<file path="src/rtl/reorder_buffer.sv">
// Circular in-order reorder buffer between issue/execute and the register file.
// An entry is allocated at issue and filled in from the CDB. Entries retire in program
// order, at most one per cycle. A retiring mispredicted branch flushes the whole buffer.
// Optional feature: define ROB_CDB_BYPASS_EN to forward a CDB broadcast straight to the
// operand queries in the same cycle.
module reorder_buffer #(
  parameter int unsigned ROB_DEPTH = 16,
  parameter int unsigned TAG_W     = 4,
  parameter int unsigned DATA_W    = 32
) (
  input  logic              clk_i,
  input  logic              rst_ni,
  input  logic              rdy_i,
  input  logic              issue_valid_i,
  input  logic [4:0]        issue_rd_i,
  output logic [TAG_W-1:0]  issue_tag_o,
  output logic              rob_full_o,
  input  logic              cdb_valid_i,
  input  logic [TAG_W-1:0]  cdb_tag_i,
  input  logic [DATA_W-1:0] cdb_value_i,
  input  logic              cdb_mispredict_i,
  input  logic [31:0]       cdb_target_i,
  input  logic [TAG_W-1:0]  query1_tag_i,
  output logic              query1_ready_o,
  output logic [DATA_W-1:0] query1_value_o,
  input  logic [TAG_W-1:0]  query2_tag_i,
  output logic              query2_ready_o,
  output logic [DATA_W-1:0] query2_value_o,
  output logic              commit_valid_o,
  output logic [4:0]        commit_index_o,
  output logic [TAG_W-1:0]  commit_tag_o,
  output logic [DATA_W-1:0] commit_value_o,
  output logic              jump_wrong_o,
  output logic [31:0]       jump_target_o
);

  localparam logic [TAG_W:0] FullCount = (TAG_W+1)'(ROB_DEPTH);

  logic [TAG_W-1:0]     head_q, head_d, tail_q, tail_d;
  logic [TAG_W:0]       count_q, count_d;
  logic [ROB_DEPTH-1:0] busy_q, busy_d, ready_q, ready_d, mispred_q, mispred_d;
  logic [4:0]           rd_q     [ROB_DEPTH];
  logic [4:0]           rd_d     [ROB_DEPTH];
  logic [DATA_W-1:0]    value_q  [ROB_DEPTH];
  logic [DATA_W-1:0]    value_d  [ROB_DEPTH];
  logic [31:0]          target_q [ROB_DEPTH];
  logic [31:0]          target_d [ROB_DEPTH];

  logic              commit_valid_q, commit_valid_d;
  logic [4:0]        commit_index_q, commit_index_d;
  logic [TAG_W-1:0]  commit_tag_q, commit_tag_d;
  logic [DATA_W-1:0] commit_value_q, commit_value_d;
  logic              jump_wrong_q, jump_wrong_d;
  logic [31:0]       jump_target_q, jump_target_d;

  logic do_issue, do_commit, do_flush, do_cdb;

  // Full is judged on registered count only, so a same-cycle commit never frees a slot.
  assign rob_full_o  = (count_q == FullCount);
  assign issue_tag_o = tail_q;
  assign do_issue    = rdy_i & issue_valid_i & ~rob_full_o;
  assign do_commit   = rdy_i & busy_q[head_q] & ready_q[head_q];
  assign do_flush    = do_commit & mispred_q[head_q];
  assign do_cdb      = rdy_i & cdb_valid_i & busy_q[cdb_tag_i];

  assign commit_valid_o = commit_valid_q;
  assign commit_index_o = commit_index_q;
  assign commit_tag_o   = commit_tag_q;
  assign commit_value_o = commit_value_q;
  assign jump_wrong_o   = jump_wrong_q;
  assign jump_target_o  = jump_target_q;

  // Next-state: retire at head, then either flush everything or apply CDB write and issue.
  always_comb begin
    head_d         = head_q;
    tail_d         = tail_q;
    count_d        = count_q;
    busy_d         = busy_q;
    ready_d        = ready_q;
    mispred_d      = mispred_q;
    rd_d           = rd_q;
    value_d        = value_q;
    target_d       = target_q;
    commit_valid_d = do_commit;
    commit_index_d = commit_index_q;
    commit_tag_d   = commit_tag_q;
    commit_value_d = commit_value_q;
    jump_wrong_d   = do_flush;
    jump_target_d  = jump_target_q;

    if (do_commit) begin
      busy_d[head_q] = 1'b0;
      head_d         = head_q + TAG_W'(1);
      commit_index_d = rd_q[head_q];
      commit_tag_d   = head_q;
      commit_value_d = value_q[head_q];
    end

    if (do_flush) begin
      // Younger entries are on the wrong path; same-cycle issue and CDB writes are dropped.
      busy_d        = '0;
      ready_d       = '0;
      mispred_d     = '0;
      head_d        = '0;
      tail_d        = '0;
      count_d       = '0;
      jump_target_d = target_q[head_q];
    end else begin
      if (do_cdb) begin
        ready_d[cdb_tag_i]   = 1'b1;
        mispred_d[cdb_tag_i] = cdb_mispredict_i;
        value_d[cdb_tag_i]   = cdb_value_i;
        target_d[cdb_tag_i]  = cdb_target_i;
      end
      if (do_issue) begin
        busy_d[tail_q]    = 1'b1;
        ready_d[tail_q]   = 1'b0;
        mispred_d[tail_q] = 1'b0;
        rd_d[tail_q]      = issue_rd_i;
        tail_d            = tail_q + TAG_W'(1);
      end
      if (do_issue && !do_commit) begin
        count_d = count_q + (TAG_W+1)'(1);
      end else if (!do_issue && do_commit) begin
        count_d = count_q - (TAG_W+1)'(1);
      end
    end
  end

  // State and registered outputs; async reset clears everything immediately.
  always_ff @(posedge clk_i or negedge rst_ni) begin
    if (!rst_ni) begin
      head_q         <= '0;
      tail_q         <= '0;
      count_q        <= '0;
      busy_q         <= '0;
      ready_q        <= '0;
      mispred_q      <= '0;
      rd_q           <= '{default: '0};
      value_q        <= '{default: '0};
      target_q       <= '{default: '0};
      commit_valid_q <= 1'b0;
      commit_index_q <= '0;
      commit_tag_q   <= '0;
      commit_value_q <= '0;
      jump_wrong_q   <= 1'b0;
      jump_target_q  <= '0;
    end else begin
      head_q         <= head_d;
      tail_q         <= tail_d;
      count_q        <= count_d;
      busy_q         <= busy_d;
      ready_q        <= ready_d;
      mispred_q      <= mispred_d;
      rd_q           <= rd_d;
      value_q        <= value_d;
      target_q       <= target_d;
      commit_valid_q <= commit_valid_d;
      commit_index_q <= commit_index_d;
      commit_tag_q   <= commit_tag_d;
      commit_value_q <= commit_value_d;
      jump_wrong_q   <= jump_wrong_d;
      jump_target_q  <= jump_target_d;
    end
  end

  // Operand lookups read latched entry state, optionally forwarding the live CDB.
  always_comb begin
    query1_ready_o = busy_q[query1_tag_i] & ready_q[query1_tag_i];
    query1_value_o = value_q[query1_tag_i];
    query2_ready_o = busy_q[query2_tag_i] & ready_q[query2_tag_i];
    query2_value_o = value_q[query2_tag_i];
`ifdef ROB_CDB_BYPASS_EN
    if (cdb_valid_i && (cdb_tag_i == query1_tag_i)) begin
      query1_ready_o = 1'b1;
      query1_value_o = cdb_value_i;
    end
    if (cdb_valid_i && (cdb_tag_i == query2_tag_i)) begin
      query2_ready_o = 1'b1;
      query2_value_o = cdb_value_i;
    end
`endif
  end

endmodule
</file>
<file path="config.mk">
export PLATFORM = sky130hd
export DESIGN_NAME = reorder_buffer
export DESIGN_NICKNAME = d
export VERILOG_FILES = /design/src/rtl/reorder_buffer.sv
export SDC_FILE = /design/constraint.sdc
export NUM_CORES = 2
export LEC_CHECK = 0
export CAP_MARGIN = 5
export CORE_ASPECT_RATIO = 0.8
export CORE_MARGIN = 2
export CORE_UTILIZATION = 60
export DETAILED_ROUTE_END_ITERATION = 8
export PLACE_DENSITY = 0.81
export SYNTH_ARGS = -nofsm -noshare
export SYNTH_HDL_FRONTEND = slang
export SYNTH_SLANG_ARGS = --single-unit
</file>
<file path="constraint.sdc">
create_clock -name clk_i -period 4 [get_ports clk_i]
set_clock_uncertainty 0.15 [all_clocks]
set_input_delay 0.8 -clock clk_i [delete_from_list [all_inputs] [get_ports clk_i]]
set_output_delay 0.8 -clock clk_i [all_outputs]
set_load 0.01 [all_outputs]
</file>
==> flow_summary_export.csv <==
group,metric,value,unit
outcome,outcome,"finished clean",
setup_path,critPathRequiredTime,3.05,ns
setup_path,cp_max_fo,19,
logic_synthesis,ys_ff_latch,1240,
timing,layout_setup_ws,0.0991,ns
placement,placement.io_buffers,232,
routing,antenna_left,0,
timing,finalCritPeriodShare,0.975,
timing,slew_headroom,0.223,
global_route,grt_overflow,0,
timing,setup-violations-final,0,
routing,num_vias,38500,
routing,wl,165,mm
clock_tree,post-cts-setup-buffers,0,
routing,drt_pre_antenna_iters,8,
routing,dr.first_iter.drc_count,4258,
setup_path,r2r_setup_slack,0.14,ns
timing,slew_violations,0,
timing,rsz0062_at_grt,"false",
pwr,p_per_area,532,mW/mm2
die,dieArea,0.108,mm2
setup_path,crit_path_end_kind,"output pin",
finish,final_nets,4187,
logic_synthesis,ys_seq_area_frac,0.489,
pwr,p_leak,32.6,nW
timing,fmax,0.256,GHz
logic_synthesis,postSynthCellCount,3922,
setup_path,path_cells,"buf_8, buf_12, mux4_2, mux4_2, clkdlybuf4s50_1",
timing,timing.final.crit_period,3.90,ns
run,drv_cap,0,
placement,place.gp.congestion,0.960,
clock_tree,cts_buffers,120,
global_route,grt_start_max_net_pins,131,
logic_synthesis,syn_area,0.0635,mm2
placement,dp_hpwl,102,mm
setup_path,max_stage_delay,0.58,ns
setup_path,cp.arrival,2.95,ns
die,initial_utilization,0.606,
worst_hold_path,hold_path.class,"flip-flop to flip-flop",
logic_synthesis,yosys.area.top_type_share,0.489,
global_route,grt_pass1_wl,255,mm
placement,post-place-cells,5368,
worst_hold_path,holdPathStages,2,
routing,drcViolationCount,0,
logic_synthesis,yosys.area.top_type,"dfrtp_1",
finish,drive_gt1_frac,0.515,
clock_tree,cts_tree,"done",
clock_tree,h-tree-depth,3,
die,core-area,0.105,mm2
logic_synthesis,synth_area_leaders,"dfrtp_1 49%, mux4_2 24%, mux2_2 19%",
setup_path,criticalPathCategory,"input port to output pin",
setup_path,start_kind,"input port",
die,fp.dieH,295,um
clock_tree,clkTransAtPathRegs,0.06,ns
timing,finalSetupTns,0,ns
setup_path,cp_common_cell,"mux4_2",
finish,syn_to_final_growth,14.1,%
clock_tree,cts-hold-fix-buffers,1,
timing,hold_viol,0,
timing,tightest_slew,1.16,ns
clock_tree,worstSkewPairLatency,0.74,ns
clock_tree,cts.sinks,1240,
die,dieWidth,368,um
setup_path,path_delay_family,"multiplexers",
routing,routed_via_density,6.89,
clock_tree,cts_buffer_depth,3,
logic_synthesis,syn_nets,4022,
finish,fin_cells,5595,
global_route,grt_usage,0.312,
clock_tree,cts_root_buffer,"clkbuf_16",
logic_synthesis,yosys_warnings,0,
setup_path,cp.depth,5,
logic_synthesis,syn_area_per_cell,16.2,um2
pwr,irDropWorstVdd,0.527,mV
setup_path,cp_slowest_cell,"mux4_2",
global_route,antenna_found_initial,8,
die,rows,106,
clock_tree,cts_resized,0,
placement,place_ws,0.121,ns
setup_path,critPathBufInv,3,
global_route,grt_pass1_vias,40000,
logic_synthesis,synth_cell_types,46,
setup_path,reg2reg_depth,10,
routing,post_drt_wl_per_cell,29.6,um
die,pin_count,233,
-- routing by layer --
| metal | share of wire | wire (um) | track usage | up-vias |
|---|---|---|---|---|
| met4 | 0.025 | 4110 | 0.0809 | 6 |
| met2 | 0.47 | 77900 | 0.479 | 1822 |
| met3 | 0.085 | 14100 | 0.0689 | 304 |
| met1 | 0.42 | 69200 | 0.460 | 20900 |
| li1 | - | - | - | 15500 |
| met5 | 0.00025 | 41 | 0 | - |
-- through the flow --
step           hold WS (ns)  total power [mW]  area (um2)  utilization
4_1_cts               0.328              38.6       72400        0.692
3_5_place_dp          0.312              26.5       68200        0.651
2_1_floorplan         0.303              23.3       63500            -
6_report              0.322              38.5       72400        0.692
3_3_place_gp          0.310              26.1       68200        0.651
5_1_grt               0.346              40.1       72400        0.692
-- area by class of cell --
class	count	area (um2)
sequential	1240	31000
clock inverter	48	790
fill	6658	32300
timing repair buffer	407	4680
inverter	13	56.3
antenna	5	12.5
clock buffer	173	3400
multi-input combinational	2305	30600
tap	1404	1760
-- flip-flops by register name, summed over array words and instances (netlist names) --
| name | count |
|---|---|
| target_q | 512 |
| value_q | 512 |
| rd_q | 80 |
| commit_value_o | 32 |
| jump_target_o | 32 |
| busy_q | 16 |
| mispred_q | 16 |
| ready_q | 16 |
| commit_index_o | 5 |
| count_q | 5 |
| commit_tag_o | 4 |
| head_q | 4 |
| issue_tag_o | 4 |
| commit_valid_o | 1 |
| jump_wrong_o | 1 |
-- layout by cell type, fill, tap and decap left out, types with 4 or more instances in the layout --
| cell type | count |
|---|---|
| dfrtp_1 | 1236 |
| mux2_2 | 1089 |
| mux4_2 | 670 |
| clkdlybuf4s50_1 | 223 |
| nand2_1 | 188 |
| clkbuf_16 | 121 |
| buf_4 | 94 |
| buf_12 | 82 |
| mux2_1 | 60 |
| nor2_1 | 52 |
| a21oi_1 | 48 |
| o21ai_0 | 37 |
| clkbuf_1 | 34 |
| and3_1 | 23 |
| nand3_1 | 22 |
| clkbuf_8 | 18 |
| bufinv_16 | 17 |
| clkinv_2 | 13 |
| ha_1 | 12 |
| inv_1 | 10 |
| nor2_4 | 10 |
| mux2i_1 | 9 |
| a31oi_1 | 9 |
| nor3_1 | 8 |
| a311oi_1 | 8 |
| clkinvlp_4 | 8 |
| a22o_1 | 7 |
| nor2b_1 | 6 |
| nand4_1 | 6 |
| diode_2 | 5 |
| nand2b_1 | 5 |
| nor2b_4 | 5 |
| o211a_1 | 4 |
| xor2_1 | 4 |
-- kinds of logic (layout without fill, tap and decap cells) --
logic type               count (synthesis)  count (layout)  synth area share
XOR/XNOR                                 6               6          0.000828
flip-flops                            1240            1240             0.489
other                                    0               5                 0
adder cells (fa/ha/maj)                 13              13           0.00268
AO/OA/AOI/OAI                          122             122            0.0115
AND/OR/NAND/NOR                        336             336            0.0232
multiplexers                          1828            1828             0.443
buffers and inverters                  377             641            0.0297
-- worst min-delay path, cell delays in order, from the launching register on --
cell and delay [ns]:
dfrtp_1 0.34, nand2_1 0.05, nand2_1 0.05
-- power by group --
| part | switching [mW] | total (mW) | internal, mW |
|---|---|---|---|
| combinational | 4.10 | 9.67 | 5.57 |
| sequential | 1.88 | 16.8 | 14.9 |
| clock | 5.03 | 12.1 | 7.03 |
| total | 11.0 | 38.5 | 27.5 |
-- cells in the mapped netlist (all sizes together) --
cell       n
a2111o     1
a211oi     2
a21o       2
a21oi     48
a22o       7
a311oi     8
a31oi      9
a32oi      1
and2       3
and3      23
and4       1
buf      187
clkbuf   177
dfrtp   1240
fa         1
ha        12
inv       13
mux2    1149
mux2i      9
mux4     670
nand2    189
nand2b     5
nand3     22
nand4      6
nor2      63
nor2b     11
nor3       9
nor4       1
o2111a     1
o211a      4
o211ai     1
o21ai     37
o41ai      1
or2        2
or4        1
xnor2      2
xor2       4
-- worst paths after layout --
path                                                 from                             end
max                                       query2_tag_i[0]               query2_value_o[1]
min                        commit_value_o[29]$_DFFE_PN0N_  commit_value_o[29]$_DFFE_PN0N_
max reg2reg                         head_q[1]$_DFFE_PN0P_       target_q[485]$_DFFE_PN0P_
min reg2reg                commit_value_o[29]$_DFFE_PN0N_  commit_value_o[29]$_DFFE_PN0N_
max in group asynchronous                          rst_ni       target_q[323]$_DFFE_PN0P_
min in group asynchronous                          rst_ni   jump_target_o[11]$_DFFE_PN0P_
(Power assumes the default switching activity.)
